**config.mk**
```make
export PLATFORM = sky130hd
export DESIGN_NAME = ex_mem_reg
export DESIGN_NICKNAME = d
export VERILOG_FILES = /design/src/rtl/pipe_pkg.sv /design/src/rtl/sat_counter.sv /design/src/rtl/ex_mem_reg.sv
export SDC_FILE = /design/constraint.sdc
export NUM_CORES = 1
export LEC_CHECK = 0
export ABC_AREA = 1
export BUFFER_PORTS_ARGS = -buffer_cell sky130_fd_sc_hd__buf_2
export CAP_MARGIN = 5
export CORE_AREA = 2 2 112 114
export DETAILED_ROUTE_END_ITERATION = 10
export DIE_AREA = 0 0 114 116
export GPL_TIMING_DRIVEN = 0
export PLACE_DENSITY = 0.74
export SYNTH_ARGS = -nofsm -noshare
export SYNTH_HDL_FRONTEND = slang
export SYNTH_SLANG_ARGS = --single-unit
```
**constraint.sdc**
```tcl
create_clock -name Clk -period 3 [get_ports Clk]
set_clock_uncertainty 0.15 [all_clocks]
set_input_delay 0.3 -clock Clk [delete_from_list [all_inputs] [get_ports Clk]]
set_output_delay 0.3 -clock Clk [all_outputs]
set_load 0.05 [all_outputs]
```
**src/rtl/pipe_pkg.sv**
```systemverilog
// Shared pipeline definitions: memory-size encodings, default widths and the
// control bundle carried from EX through MEM to WB.
package pipe_pkg;

  localparam int unsigned DATA_W_DEF = 32;
  localparam int unsigned REG_W_DEF  = 5;

  localparam logic [1:0] MSZ_WORD = 2'b00;
  localparam logic [1:0] MSZ_HALF = 2'b01;
  localparam logic [1:0] MSZ_BYTE = 2'b10;
  localparam logic [1:0] MSZ_RSVD = 2'b11;

  typedef struct packed {
    logic       reg_write;
    logic       memto_reg;
    logic       mem_read;
    logic       mem_write;
    logic [1:0] mem_size;
  } ctrl_t;

  // Legalise the incoming control bundle: bubbles carry no control, $zero is
  // never written, load wins over store, and the reserved size becomes a word.
  function automatic ctrl_t sanitize_ctrl(input logic       valid,
                                          input logic       reg_write,
                                          input logic       memto_reg,
                                          input logic       mem_read,
                                          input logic       mem_write,
                                          input logic [1:0] mem_size,
                                          input logic       wr_zero);
    ctrl_t c;
    c = '0;
    if (valid) begin
      c.reg_write = reg_write & ~wr_zero;
      c.memto_reg = memto_reg;
      c.mem_read  = mem_read;
      c.mem_write = mem_write & ~mem_read;
      c.mem_size  = (mem_size == MSZ_RSVD) ? MSZ_WORD : mem_size;
    end
    return c;
  endfunction

endpackage

```
**src/rtl/sat_counter.sv**
```systemverilog
// Saturating up-counter with synchronous clear; clear overrides increment.
module sat_counter #(
  parameter int unsigned W = 16
) (
  input  logic         Clk,
  input  logic         Rst,
  input  logic         Clr,
  input  logic         Inc,
  output logic [W-1:0] Count
);

  logic [W-1:0] count_d;

  always_comb begin
    count_d = Count;
    if (Clr) begin
      count_d = '0;
    end else if (Inc && (Count != {W{1'b1}})) begin
      count_d = Count + 1'b1;
    end
  end

  always_ff @(posedge Clk or posedge Rst) begin
    if (Rst) begin
      Count <= '0;
    end else begin
      Count <= count_d;
    end
  end

endmodule

```
**src/rtl/ex_mem_reg.sv**
```systemverilog
// EX/MEM pipeline register with stall/flush, forwarding and load-hazard taps,
// and saturating debug counters for stall and flush events.
module ex_mem_reg
  import pipe_pkg::*;
#(
  parameter int unsigned DATA_W = DATA_W_DEF,
  parameter int unsigned REG_W  = REG_W_DEF,
  parameter int unsigned CNT_W  = 16
) (
  input  logic              Clk,
  input  logic              Rst,
  input  logic              Stall,
  input  logic              Flush,
  input  logic              CntClr,
  input  logic              Valid_in,
  input  logic              RegWrite_in,
  input  logic              MemtoReg_in,
  input  logic              MemRead_in,
  input  logic              MemWrite_in,
  input  logic [1:0]        MemSize_in,
  input  logic [DATA_W-1:0] ALUResult_in,
  input  logic [DATA_W-1:0] StoreData_in,
  input  logic [REG_W-1:0]  WriteReg_in,
  output logic              Valid_out,
  output logic              RegWrite_out,
  output logic              MemtoReg_out,
  output logic              MemRead_out,
  output logic              MemWrite_out,
  output logic [1:0]        MemSize_out,
  output logic [DATA_W-1:0] ALUResult_out,
  output logic [DATA_W-1:0] StoreData_out,
  output logic [REG_W-1:0]  WriteReg_out,
  output logic              FwdEn,
  output logic [REG_W-1:0]  FwdReg,
  output logic [DATA_W-1:0] FwdData,
  output logic              LoadPending,
  output logic [CNT_W-1:0]  StallCnt,
  output logic [CNT_W-1:0]  FlushCnt
);

  logic              valid_q;
  ctrl_t             ctrl_q;
  ctrl_t             ctrl_d;
  logic [DATA_W-1:0] alu_q;
  logic [DATA_W-1:0] store_q;
  logic [REG_W-1:0]  wreg_q;
  logic              stall_eff;

  always_comb begin
    ctrl_d = sanitize_ctrl(Valid_in, RegWrite_in, MemtoReg_in, MemRead_in, MemWrite_in,
                           MemSize_in, (WriteReg_in == '0));
  end

  // Flush beats stall; stall freezes every field including valid.
  always_ff @(posedge Clk or posedge Rst) begin
    if (Rst) begin
      valid_q <= 1'b0;
      ctrl_q  <= '0;
      alu_q   <= '0;
      store_q <= '0;
      wreg_q  <= '0;
    end else if (Flush) begin
      valid_q <= 1'b0;
      ctrl_q  <= '0;
      alu_q   <= '0;
      store_q <= '0;
      wreg_q  <= '0;
    end else if (!Stall) begin
      valid_q <= Valid_in;
      ctrl_q  <= ctrl_d;
      alu_q   <= ALUResult_in;
      store_q <= StoreData_in;
      wreg_q  <= WriteReg_in;
    end
  end

  assign Valid_out     = valid_q;
  assign RegWrite_out  = ctrl_q.reg_write;
  assign MemtoReg_out  = ctrl_q.memto_reg;
  assign MemRead_out   = ctrl_q.mem_read;
  assign MemWrite_out  = ctrl_q.mem_write;
  assign MemSize_out   = ctrl_q.mem_size;
  assign ALUResult_out = alu_q;
  assign StoreData_out = store_q;
  assign WriteReg_out  = wreg_q;

  // Loads cannot forward from here; their data only exists after MEM.
  assign FwdEn       = valid_q & ctrl_q.reg_write & ~ctrl_q.memto_reg;
  assign FwdReg      = wreg_q;
  assign FwdData     = alu_q;
  assign LoadPending = valid_q & ctrl_q.mem_read & ctrl_q.reg_write;

  assign stall_eff = Stall & ~Flush;

  sat_counter #(
    .W(CNT_W)
  ) u_stall_cnt (
    .Clk  (Clk),
    .Rst  (Rst),
    .Clr  (CntClr),
    .Inc  (stall_eff),
    .Count(StallCnt)
  );

  sat_counter #(
    .W(CNT_W)
  ) u_flush_cnt (
    .Clk  (Clk),
    .Rst  (Rst),
    .Clr  (CntClr),
    .Inc  (Flush),
    .Count(FlushCnt)
  );

endmodule

```
==> results.sh <==
export IMPL_synth_nets=579
export IMPL_crit_path_start_kind="flip-flop"
export IMPL_power_frac_comb_pct=19.6
export IMPL_leakagePower_nw=3.73
export IMPL_ios=228
export IMPL_post_route_drc_count=0
export IMPL_cts_root_buf="clkbuf_16"
export IMPL_grt_max_degree=45
export IMPL_arrival_ns=2.17
export IMPL_grtUsageTotal_pct=20.9
export IMPL_relSlewSlack_pct=53.8
export IMPL_overflow=0
export IMPL_power_frac_seq_pct=44.8
export IMPL_crit_type="flip-flop to flip-flop"
export IMPL_core_um2=11900
export IMPL_rows=40
export IMPL_place_gp_congestion=0.837
export IMPL_swShare_pct=30.5
export IMPL_drt_iter0_markers=225
export IMPL_synth_edf_count=0
export IMPL_holdWs_ns=0.0294
export IMPL_postCtsSetupRepairBufs=0
export IMPL_start_util_pct=41.6
export IMPL_status="completed"
export IMPL_worst_path_max_fanout=8
export IMPL_post_cts_resized=0
export IMPL_die_w_um=114
export IMPL_min_period_ns=2.03
export IMPL_postLayoutCellArea_um2=6650
export IMPL_cts_made_buffers=9
export IMPL_drv_cap=0
export IMPL_grt_pass1_wl_mm=22.0
export IMPL_syn_area_um2=4950
export IMPL_insertion_delay_ns=0.35
export IMPL_postPlaceCellArea_um2=6320
export IMPL_areaGrowthSynthToFinish_pct=34.2
export IMPL_path_cells="ha_1 > nand2_1 > nor2_4 > nand2_4 > o21ai_4 > nor2_1 > nand2_1 > nand2_1"
export IMPL_synthCells=496
export IMPL_timing_rr_end="u_flush_cnt.Count[8]"
export IMPL_clk_path_buf_depth=2
export IMPL_port_buffers=227
export IMPL_tns_ns=0
export IMPL_antenna_found_initial=2
export IMPL_fp_dieArea_um2=13200
export IMPL_cp_slowest_stage_delay_ns=0.53
export IMPL_crit_slowest_cell="nor2_1"
export IMPL_drt_pass1_iterations=4
export IMPL_setup_violations=0
export IMPL_rsz0062_at_grt="no"
export IMPL_ys_ff_latch=108
export IMPL_cts_tree="done"
export IMPL_timing_rr_start="u_flush_cnt.Count[0]"
export IMPL_drv_slew=0
export IMPL_viasPerCell=5.08
export IMPL_syn_area_per_cell_um2=9.99
export IMPL_post_route_cells_drive_above_1_share_pct=40.8
export IMPL_n_antenna_cell=0
export IMPL_die_y_um=116
export IMPL_endpoint_kind="flip-flop"
export IMPL_tightest_slew_ns=0.690
export IMPL_clock_sinks=108
export IMPL_cp_common_cell="nand2_1"
export IMPL_wl_per_cell_um=15.8
export IMPL_ys_types=27
export IMPL_pwr_share_clk_pct=35.7
export IMPL_p_int_mw=2.42
export IMPL_reg2reg_slack_ns=0.97
export IMPL_worst_r2r_path_depth=8
export IMPL_htree_levels=3
export IMPL_wirelength_mm=14.0
export IMPL_nNetsFinal=821
export IMPL_required_ns=3.13
export IMPL_ir_drop_v=0.000277
export IMPL_vias=4515
export IMPL_hold_class="primary input to flip-flop"
export IMPL_max_freq_ghz=0.491
export IMPL_power_density_nw_per_um2=524
export IMPL_grt_pass1_vias=4455
export IMPL_hold_violations=0
export IMPL_p_total_mw=3.48
export IMPL_path_clk_slew_ns=0.07
export IMPL_crit_start="u_flush_cnt.Count[0]"
export IMPL_netSwitchingPower_mw=1.06
export IMPL_final_common_cell="buf_2"
export IMPL_most_common_layout_cells="buf_2 (239), dfrtp_1 (108), nand2_1 (95), a22o_1 (67), buf_4 (38)"
export IMPL_ys_flop_type="dfrtp_1"
export IMPL_place_hpwl_mm=10.7
export IMPL_min_period_over_period_pct=67.8
export IMPL_crit_path_end="u_flush_cnt.Count[8]"
export IMPL_yosysWarnings=0
export IMPL_drt_antenna_violating_nets=0
export IMPL_synth_seq_area_share_pct=54.5
export IMPL_async_reset_ff_share_pct=100
[cells in the mapped netlist, types with 4 or more instances]
cell type	number	area (um2)
buf_2	12	60.1
xnor2_1	6	52.6
o21ai_1	5	25.0
nand3_1	34	170
o21ai_0	17	85.1
xor2_1	10	87.6
nand4_1	14	87.6
clkbuf_1	6	22.5
o21bai_1	4	30.0
nand2_1	95	357
nor2_1	29	109
dfrtp_1	108	2700
buf_4	38	285
a22o_1	67	587
inv_1	33	124
[worst max-delay path, delay by kind of cell (launching register included)]
family / cells / cell delay [ns]
DFF: 1 / 0.43
AOI/OAI and AO/OA: 1 / 0.07
and+or+nand+nor: 6 / 1.05
adders and majority gates: 1 / 0.27
[metal layers]
metal  global-route usage (%)  part of all wire (%)  vias up
li1                         -                     -     2143
met1                     25.7                    42     2181
met2                     36.4                    50      166
met3                     4.92                   6.6       23
met4                     7.07                   1.5        2
met5                        0                 0.093        -
[worst min path at each step]
stage	slack (ns)	to	startpoint	cells after the start
after CTS	0.02	MemtoReg_out	MemtoReg_in	2
after floorplan	0.25	MemSize_out[0]	MemSize_in[1]	1
final	0.03	MemtoReg_out	MemtoReg_in	2
after detailed placement	0.24	StoreData_out[8]	Rst	2
after global routing	0.02	ALUResult_out[29]	ALUResult_in[29]	2
after global placement	0.32	MemSize_out[0]	MemSize_out[0]	2
[final cells by class]
| type | instances | area (um2) |
|---|---|---|
| Clock inverter | 3 | 43.8 |
| Multi-Input combinational cell | 297 | 1740 |
| Tap cell | 147 | 184 |
| Inverter | 34 | 136 |
| Timing Repair Buffer | 231 | 1200 |
| Fill cell | 1068 | 5260 |
| Clock buffer | 12 | 267 |
| Sequential cell | 108 | 2700 |
| Buffer | 57 | 383 |
[flip-flops by register name, indices dropped and copies added (netlist names)]
signal and count:
MemSize_out 2, FwdReg 5, MemRead_out 1, MemWrite_out 1, RegWrite_out 1, ALUResult_out 32, StoreData_out 32, u_stall_cnt.Count 16
Valid_out 1, MemtoReg_out 1, u_flush_cnt.Count 16
[stage by stage]
step	worst slack (ns)	instances	utilization (%)
3_3_place_gp	0.578	870	52.7
6_report	0.965	889	55.8
4_1_cts	0.974	889	55.8
2_1_floorplan	0.714	496	-
5_1_grt	0.793	889	55.8
3_5_place_dp	1.00	872	53.0
[what timing repair did]
item,CTS,global route
setup endpoints to repair,0,0
endpoints found under the hold margin,24,0
hold buffers,2,0
[cell families (layout without fill, tap and decap cells)]
family / after synthesis / count (layout) / share of synthesized area, %
AOI/OAI and AO/OA: 100 / 100 / 15.9
DFF: 108 / 108 / 54.5
and+or+nand+nor: 179 / 179 / 15.8
adders and majority gates: 2 / 2 / 0.505
xor gates and xnor gates: 16 / 16 / 2.83
buffers and inverters: 91 / 337 / 10.4
[power groups by stage]
stage	combinational (mW)	sequential, mW	clock [mW]
after floorplan	0.274	1.79	0
after global placement	0.668	1.58	0
after detailed placement	0.684	1.58	0
after CTS	0.688	1.56	1.26
after global routing	0.721	1.56	1.32
final	0.681	1.56	1.24
No activity file was read; power rests on OpenSTA's default activity.
